==> src/rtl/output_interface_pkg.sv <==
// Shared constants for the router output interface: direction encodings,
// default flit width and the requester index map used by the arbiter.
package output_interface_pkg;

  localparam int DATA_WIDTH_DEF = 64;
  localparam int NUM_PORTS      = 4;

  typedef enum logic [4:0] {
    DIR_PE = 5'b00001,
    DIR_D  = 5'b00010,
    DIR_U  = 5'b00100,
    DIR_R  = 5'b01000,
    DIR_L  = 5'b10000
  } dir_e;

  // Bit position of each requester inside the arbiter request/grant vectors.
  localparam int PORT_1 = 0;
  localparam int PORT_2 = 1;
  localparam int PORT_3 = 2;
  localparam int PORT_4 = 3;

  function automatic logic [1:0] nextIdx(input logic [1:0] idx);
    return idx + 2'd1;
  endfunction

endpackage

==> src/rtl/output_interface_arbiter.sv <==
// Four-way round-robin arbiter; the pointer names the highest-priority
// requester and moves just past whoever was last granted.
module rr_arbiter_4
  import output_interface_pkg::*;
(
  input  logic                 clk,
  input  logic                 rst,
  input  logic [NUM_PORTS-1:0] req_i,
  input  logic                 en_i,
  output logic [NUM_PORTS-1:0] grant_o
);

  logic [1:0] ptr_q;
  logic [1:0] ptr_d;
  logic [1:0] idx;
  logic       found;

  always_comb begin
    grant_o = '0;
    ptr_d   = ptr_q;
    idx     = '0;
    found   = 1'b0;
    for (int off = 0; off < NUM_PORTS; off++) begin
      idx = ptr_q + 2'(off);
      if (en_i && !found && req_i[idx]) begin
        grant_o[idx] = 1'b1;
        ptr_d        = nextIdx(idx);
        found        = 1'b1;
      end
    end
  end

  always_ff @(posedge clk or negedge rst) begin
    if (!rst) begin
      ptr_q <= 2'(PORT_1);
    end else begin
      ptr_q <= ptr_d;
    end
  end

endmodule

==> src/rtl/output_interface.sv <==
// Router output port: a single-entry flit register fed by a round-robin
// choice among the four other input interfaces, drained by so/ro handshake.
module output_interface
  import output_interface_pkg::*;
#(
  parameter int         DATA_WIDTH = DATA_WIDTH_DEF,
  parameter logic [4:0] DIRECTION  = DIR_PE
) (
  input  logic                  clk,
  input  logic                  rst,
  input  logic [4:0]            req_1,
  input  logic [4:0]            req_2,
  input  logic [4:0]            req_3,
  input  logic [4:0]            req_4,
  input  logic [DATA_WIDTH-1:0] data_1,
  input  logic [DATA_WIDTH-1:0] data_2,
  input  logic [DATA_WIDTH-1:0] data_3,
  input  logic [DATA_WIDTH-1:0] data_4,
  output logic                  buf_clear_1,
  output logic                  buf_clear_2,
  output logic                  buf_clear_3,
  output logic                  buf_clear_4,
  output logic                  so,
  input  logic                  ro,
  output logic [DATA_WIDTH-1:0] datao
);

  // An all-zero direction marks an unused output port that never grants.
  localparam logic DirEnabled = (DIRECTION != 5'b00000);

  logic                  valid_q;
  logic                  valid_d;
  logic [DATA_WIDTH-1:0] data_q;
  logic [DATA_WIDTH-1:0] data_d;
  logic [NUM_PORTS-1:0]  reqVec;
  logic [NUM_PORTS-1:0]  grant;
  logic [DATA_WIDTH-1:0] dataSel;
  logic                  canLoad;
  logic                  arbEn;

  always_comb begin
    reqVec         = '0;
    reqVec[PORT_1] = |req_1;
    reqVec[PORT_2] = |req_2;
    reqVec[PORT_3] = |req_3;
    reqVec[PORT_4] = |req_4;
    reqVec         = reqVec & {NUM_PORTS{DirEnabled}};
  end

  // The register accepts a new flit when empty or when its flit leaves this edge;
  // gating with rst keeps grants silent while reset is held.
  assign canLoad = !valid_q || ro;
  assign arbEn   = canLoad && rst;

  rr_arbiter_4 u_arbiter (
    .clk     (clk),
    .rst     (rst),
    .req_i   (reqVec),
    .en_i    (arbEn),
    .grant_o (grant)
  );

  always_comb begin
    dataSel = '0;
    if (grant[PORT_1]) dataSel = data_1;
    if (grant[PORT_2]) dataSel = data_2;
    if (grant[PORT_3]) dataSel = data_3;
    if (grant[PORT_4]) dataSel = data_4;
  end

  always_comb begin
    valid_d = valid_q;
    data_d  = data_q;
    if (|grant) begin
      valid_d = 1'b1;
      data_d  = dataSel;
    end else if (valid_q && ro) begin
      valid_d = 1'b0;
    end
  end

  always_ff @(posedge clk or negedge rst) begin
    if (!rst) begin
      valid_q <= 1'b0;
      data_q  <= '0;
    end else begin
      valid_q <= valid_d;
      data_q  <= data_d;
    end
  end

  assign buf_clear_1 = grant[PORT_1];
  assign buf_clear_2 = grant[PORT_2];
  assign buf_clear_3 = grant[PORT_3];
  assign buf_clear_4 = grant[PORT_4];
  assign so          = valid_q;
  assign datao       = data_q;

endmodule

==> config.mk <==
export PLATFORM = sky130hd
export DESIGN_NAME = output_interface
export DESIGN_NICKNAME = d
export VERILOG_FILES = /design/src/rtl/output_interface_pkg.sv /design/src/rtl/output_interface_arbiter.sv /design/src/rtl/output_interface.sv
export SDC_FILE = /design/constraint.sdc
export NUM_CORES = 1
export LEC_CHECK = 0
export ABC_AREA = 1
export CAP_MARGIN = 20
export CORE_AREA = 2 2 134 136
export DETAILED_ROUTE_END_ITERATION = 16
export DIE_AREA = 0 0 136 138
export PLACE_DENSITY_LB_ADDON = 0.05
export SLEW_MARGIN = 20
export SYNTH_ARGS = -nofsm -noshare
export SYNTH_HDL_FRONTEND = slang
export SYNTH_SLANG_ARGS = --single-unit
==> constraint.sdc <==
create_clock -name clk -period 3.2 [get_ports clk]
set_input_delay 0.64 -clock clk [delete_from_list [all_inputs] [get_ports clk]]
set_output_delay 0.64 -clock clk [all_outputs]
set_load 0.05 [all_outputs]
After elaboration in Yosys (flattened, before gate mapping). Index checks and enable logic that the tools add are counted.

$add $sub $neg: 6. $lt $le $gt $ge: 8. Mux-type cells: 33. Bitwise gates (word level): 3. Reduce and logical (&&, ||, !) cells: 25.

Operator list (number): 64-bit two-way mux (4); 5-bit OR reduction (4); 4-bit two-way mux (4); 1-bit logical AND (13); 1-bit two-way mux (13); 2-bit by 3-bit less-than comparator with 1-bit output (second input constant) (4); 4-bit OR (3); 2-bit by 1-bit adder with 2-bit output (second input constant) (4); 1-bit binary-select mux with 2-bit select (4); 1-bit demux with 2-bit select (4); 2-bit by 1-bit >= comparator with 1-bit output (second input constant) (4); 2-bit two-way mux (4); 2-bit adder (second input constant) (2); 1-bit logical NOT (4); 4-bit nonzero test (1); 4-bit OR reduction (1); 2-bit nonzero test (1); 1-bit logical OR (1).

Register bits: 67. Input bits: 279. Output and inout port bits: 69. Logic and storage cells: 78.

Longest topological paths before layout.
Word-level depth: 21. Depth in mapped cells: 16. Gate-level depth less buffers: 15.

Modules after synthesis. A second synthesis with hierarchy kept.

Cells, all modules: 804. Area total of the unflattened synthesis: 5281.3 µm².

By module, submodules not included: output_interface (instances 1, cells an instance 722, area each 4749.6 µm², seq. area each 1626.6 µm²); rr_arbiter_4 (instances 1, cells an instance 82, area each 531.8 µm², seq. area each 50.0 µm²).

Worst setup path before layout. No wires, ideal clock.

Kind: flip-flop to output port. From: reg u_arbiter.ptr_q[0]. To: out buf_clear_4. Data arrival time: 2.106 ns. Required time: 2.560 ns. Slack: 0.454 ns. Stages on the path, launching flop included: 12. Buffers on the path: 2. Cell sequence: dfrtp_1 > inv_2 > ha_1 > inv_1 > nand3_1 > nand2_1 > nand3_2 > nor2_4 > nand2_1 > nand3_2 > buf_4 > buf_2.

Longest elaborated chain between the ends: 16. Elaborated cells between the ends (all ways): 51. Classes of those cells: add/sub: 3; order compare: 8; mux: 23; bitwise: 3; reduce/logical: 14.

Ends and longest elaborated chain: start: declaration (line output_interface_arbiter.sv:13) `logic [1:0] ptr_q;`; start signal: assignment (line output_interface_arbiter.sv:35) `ptr_q <= 2'(PORT_1);`; start signal: assignment (line output_interface_arbiter.sv:37) `ptr_q <= ptr_d;`; parallel branches: the longest is 15 deep, another holds 2-bit by 3-bit less-than comparator with 1-bit output; 4-bit two-way mux * (line output_interface_arbiter.sv:25) `if (en_i && !found && req_i[idx]) begin`; end: declaration (line output_interface.sv:22) `output logic buf_clear_4,`.

Every way passes the cells marked *. The select of a mux whose other input is x is not followed.

Final worst setup path.
From: in req_3[1]. To: out buf_clear_2.

Longest elaborated chain between the ends: 17. Elaborated cells between the ends (all ways): 29. Classes of those cells: mux: 15; bitwise: 3; reduce/logical: 11.

Ends and longest elaborated chain: start: declaration (line output_interface.sv:13) `input logic [4:0] req_3,`; 5-bit OR reduction * (line output_interface.sv:45) `reqVec[PORT_3] = |req_3;`; 1-bit binary-select mux with 2-bit select (line output_interface_arbiter.sv:25); 1-bit two-way mux (implied by the code) (line output_interface_arbiter.sv:25); 1-bit logical AND (line output_interface_arbiter.sv:25); 1-bit two-way mux (line output_interface_arbiter.sv:25); 1-bit logical NOT (line output_interface_arbiter.sv:25); 1-bit logical AND (2 in series) (line output_interface_arbiter.sv:25); 1-bit two-way mux (line output_interface_arbiter.sv:25); 1-bit logical NOT (line output_interface_arbiter.sv:25); 1-bit logical AND (2 in series) (line output_interface_arbiter.sv:25); 1-bit two-way mux (line output_interface_arbiter.sv:25); 1-bit logical NOT (line output_interface_arbiter.sv:25); 1-bit logical AND (2 in series) (line output_interface_arbiter.sv:25); 4-bit two-way mux * (line output_interface_arbiter.sv:25); end: declaration (line output_interface.sv:20) `output logic buf_clear_2,`.

Mark *: on every way between the ends. The rest lies on a longest branch, timed or not. The select of a mux whose other input is x is not followed.

==> flow_metrics.py <==
metrics = {
    "die": {
        "io-pin-count": 348,
        "die-area_um2": 18770,
        "fp.dieW_um": 136,
        "fp.dieH_um": 138,
        "core_um2": 17530,
        "start_util": 0.3004,
        "num_rows": 49,
    },
    "sta": {
        "drv_slew": 0,
        "hold-worst-slack_ns": 0.4105,
        "post-route-period-util": 0.9348,
        "rsz0062_at_grt": "no",
        "max_freq_ghz": 0.3343,
        "setup-tns-final_ns": 0,
        "hold_viol_final": 0,
        "fin_worst_skew_ns": 0.005286,
        "period_needed_ns": 2.991,
        "worstMarginPinSlew_ns": 0.5719,
        "max_slew_margin": 0.6176,
        "finalSetupViolations": 0,
    },
    "grt": {
        "grt_use_met1": 0.2799,
        "grt_use_total": 0.2308,
        "grt_remaining_overflow": 0,
        "grt_pass1_vias": 6371,
        "antenna_found_initial": 0,
        "grtUsageMet3": 0.05537,
        "grt_pass1_wl_mm": 34.18,
        "grt_max_degree": 62,
        "grtUsageMet2": 0.3962,
        "grt-busiest-layer": "met2",
    },
    "cts": {
        "clk_pin_slew_ns": 0.06,
        "clock_path_buffers": 2,
        "numCtsBuffers": 9,
        "cts_tree": "built",
        "cts.sinks": 67,
        "clockRootBuffer": "clkbuf_16",
        "h-tree-depth": 3,
        "clock_latency_ns": 0.33,
    },
    "synthesis": {
        "seq_area_frac_synth": 0.3183,
        "synth_adder_area_share": 0.01425,
        "netlist_instances": 813,
        "yosys_warnings": 0,
        "synth_xor_area_frac": 0.001663,
        "synth_area_um2": 5268,
        "yosys.area_share.simple": 0.3962,
        "synth_top_family_by_area": "simple AND/OR/NAND/NOR gates",
        "synth_compound_area_frac": 0.1316,
        "synth.distinct_cells": 20,
        "synthMuxAreaShare": 0,
        "syn_nets": 1098,
        "synth.ff_latch_count": 67,
        "postSynthAreaPerCell_um2": 6.479,
    },
    "place": {
        "dp_hpwl_mm": 16.06,
        "gp_congestion": 0.8250,
        "portBuffers": 347,
    },
    "detailed_routing": {
        "drtIter0Drc": 291,
        "drtPass1Iterations": 7,
        "vias_per_cell": 4.786,
        "drt-wirelength-per-cell_um": 16.09,
        "wl_mm": 21.96,
        "drc": 0,
        "drtAntennaViolNets": 0,
        "vias": 6533,
    },
    "cells_and_area": {
        "nFillCells": 1755,
        "diodes": 0,
        "area_growth_pct": 76.96,
        "nets": 1416,
        "layout-drive-gt1-share": 0.06514,
    },
    "worst_setup_path": {
        "worstPathMaxFanout": 5,
        "rrSetupSlack_ns": 0.54,
        "r2r-start": "u_arbiter.ptr_q[0]",
        "cp_num_buf_inv": 3,
        "cp-end-kind": "output port",
        "path_common_cell": "nor2_1",
        "startpoint_type": "input port",
        "required_ns": 2.56,
        "critPathTopFamily": "simple AND/OR/NAND/NOR gates",
        "startpoint": "req_3[1]",
        "crit_slowest_cell": "clkdlybuf4s50_1",
        "arrival_ns": 2.35,
        "slowest_delay_ns": 0.40,
        "path_class": "in2out",
        "crit_chain": "clkdlybuf4s50_1 > nor2_1 > nand3_1 > nand2_1 > nand3_1 > nand2_2 > inv_2 > nand2_2 > nor2_1 > nor2_1 > nand3_4 > buf_12",
    },
    "power_and_ir_drop": {
        "peakVddDrop_uv": 596.2,
        "power_density_nw_per_um2": 1046,
        "cellLeakagePower_nw": 4.280,
    },
    "outcome": {
        "status": "completed",
    },
    "run": {
        "max_cap_violations": 0,
    },
    "worst_hold_path": {
        "hold_path.class": "in2async",
    },
}
-- cells in the mapped netlist, drive strengths merged --
library cell | n | area, um2
nand2 | 216 | 823.3
ha | 6 | 75.07
clkbuf | 3 | 15.02
buf | 59 | 400.4
inv | 83 | 311.6
xor2 | 1 | 8.760
nand4 | 5 | 31.28
nand3 | 217 | 1121
dfrtp | 67 | 1677
a21oi | 131 | 693.2
nor2 | 25 | 111.4
-- flip-flops by register name, indices dropped and copies added, names as in the netlist --
register and count:
so 1, u_arbiter.ptr_q 2, datao 64
-- worst reg2reg max path: stages, from the launching register on --
cell and delay (ns):
dfrtp_2 0.47, inv_4 0.10, ha_2 0.40, inv_1 0.09
nand3_1 0.09, nand2_1 0.07, nand3_2 0.15, nor2_1 0.07
nor2_1 0.16, nand3_4 0.15, buf_12 0.21, nor2_4 0.18
buf_12 0.22, nand3_1 0.13, nand3_1 0.10
-- per-stage QoR --
stage | std cells | util | setup slack, ns | power (mW) | instance area [um2]
global route | 1365 | 0.5316 | 0.03121 | 10.53 | 9321
CTS | 1364 | 0.5309 | 0.07266 | 9.859 | 9309
detailed placement | 1348 | 0.5121 | 0.1386 | 8.704 | 8980
global placement | 1348 | 0.5121 | 0.1843 | 8.673 | 8980
floorplan | 813 | - | 0.4540 | 6.410 | 5268
finish | 1365 | 0.5316 | 0.2086 | 9.753 | 9321
-- report_power, final --
group | internal, mW | leakage, nW | switching, mW
sequential | 1.35 | 0.806 | 0.246
clock | 0.721 | 0.165 | 0.385
combinational | 2.59 | 3.31 | 4.46
total | 4.66 | 4.28 | 5.09
-- cell families after synthesis --
family,after synthesis
and+or+nand+nor,463
buffers and inverters,145
AOI/OAI and AO/OA,131
DFF,67
adders and majority gates,6
xor gates and xnor gates,1
-- worst paths after layout --
path                                      end  cells after the start
setup / recovery                  buf_clear_2                     12
hold reg to reg                     datao[49]                      2
setup reg to reg                    datao[45]                     14
min in group clk                    datao[49]                      2
max in group asynchronous  u_arbiter.ptr_q[0]                      3
hold / removal                      datao[12]                      2
-- layer usage --
layer | part of all wire | up-vias | routed length [um]
met5 | 0 | - | 0
met2 | 0.49 | 235 | 10710
met4 | 0.025 | 0 | 558
li1 | - | 3315 | -
met1 | 0.41 | 2952 | 8976
met3 | 0.078 | 31 | 1718
-- what timing repair did --
action | 4_1_cts | 5_1_grt
pin swaps | 0 | 1
hold buffers | 0 | 0
endpoints found under the setup margin | 1 | 2
setup buffers | 0 | 1
gates resized for setup | 1 | 2
-- area by class of cell --
type	count	area [um2]	share of cell area
clock buffers	11	252.7	0.02711
clock inverters	5	75.07	0.008054
inverters	83	314.1	0.03369
multi-input cells	601	2902	0.3113
flip-flops and latches	67	1678	0.1800
well taps	229	286.5	0.03074
repair buffers	369	3814	0.4091
-- layout by cell type, fill, tap and decap left out --
cell type        instances
a21oi_1                121
nand3_2                  4
inv_2                    2
xor2_1                   1
buf_12                  15
buf_4                   12
nand3_1                210
nand3_4                  3
ha_2                     1
dfrtp_1                 66
inv_1                   80
clkinv_2                 3
nand4_1                  5
inv_4                    1
nand2_1                211
clkbuf_8                 2
dfrtp_2                  1
a21oi_2                 10
nor2_1                  21
clkdlybuf4s50_1        342
nand2_2                  5
bufinv_16                2
ha_1                     5
nor2_4                   4
clkbuf_16                9
Note: power is estimated with default switching activity, not from simulation.
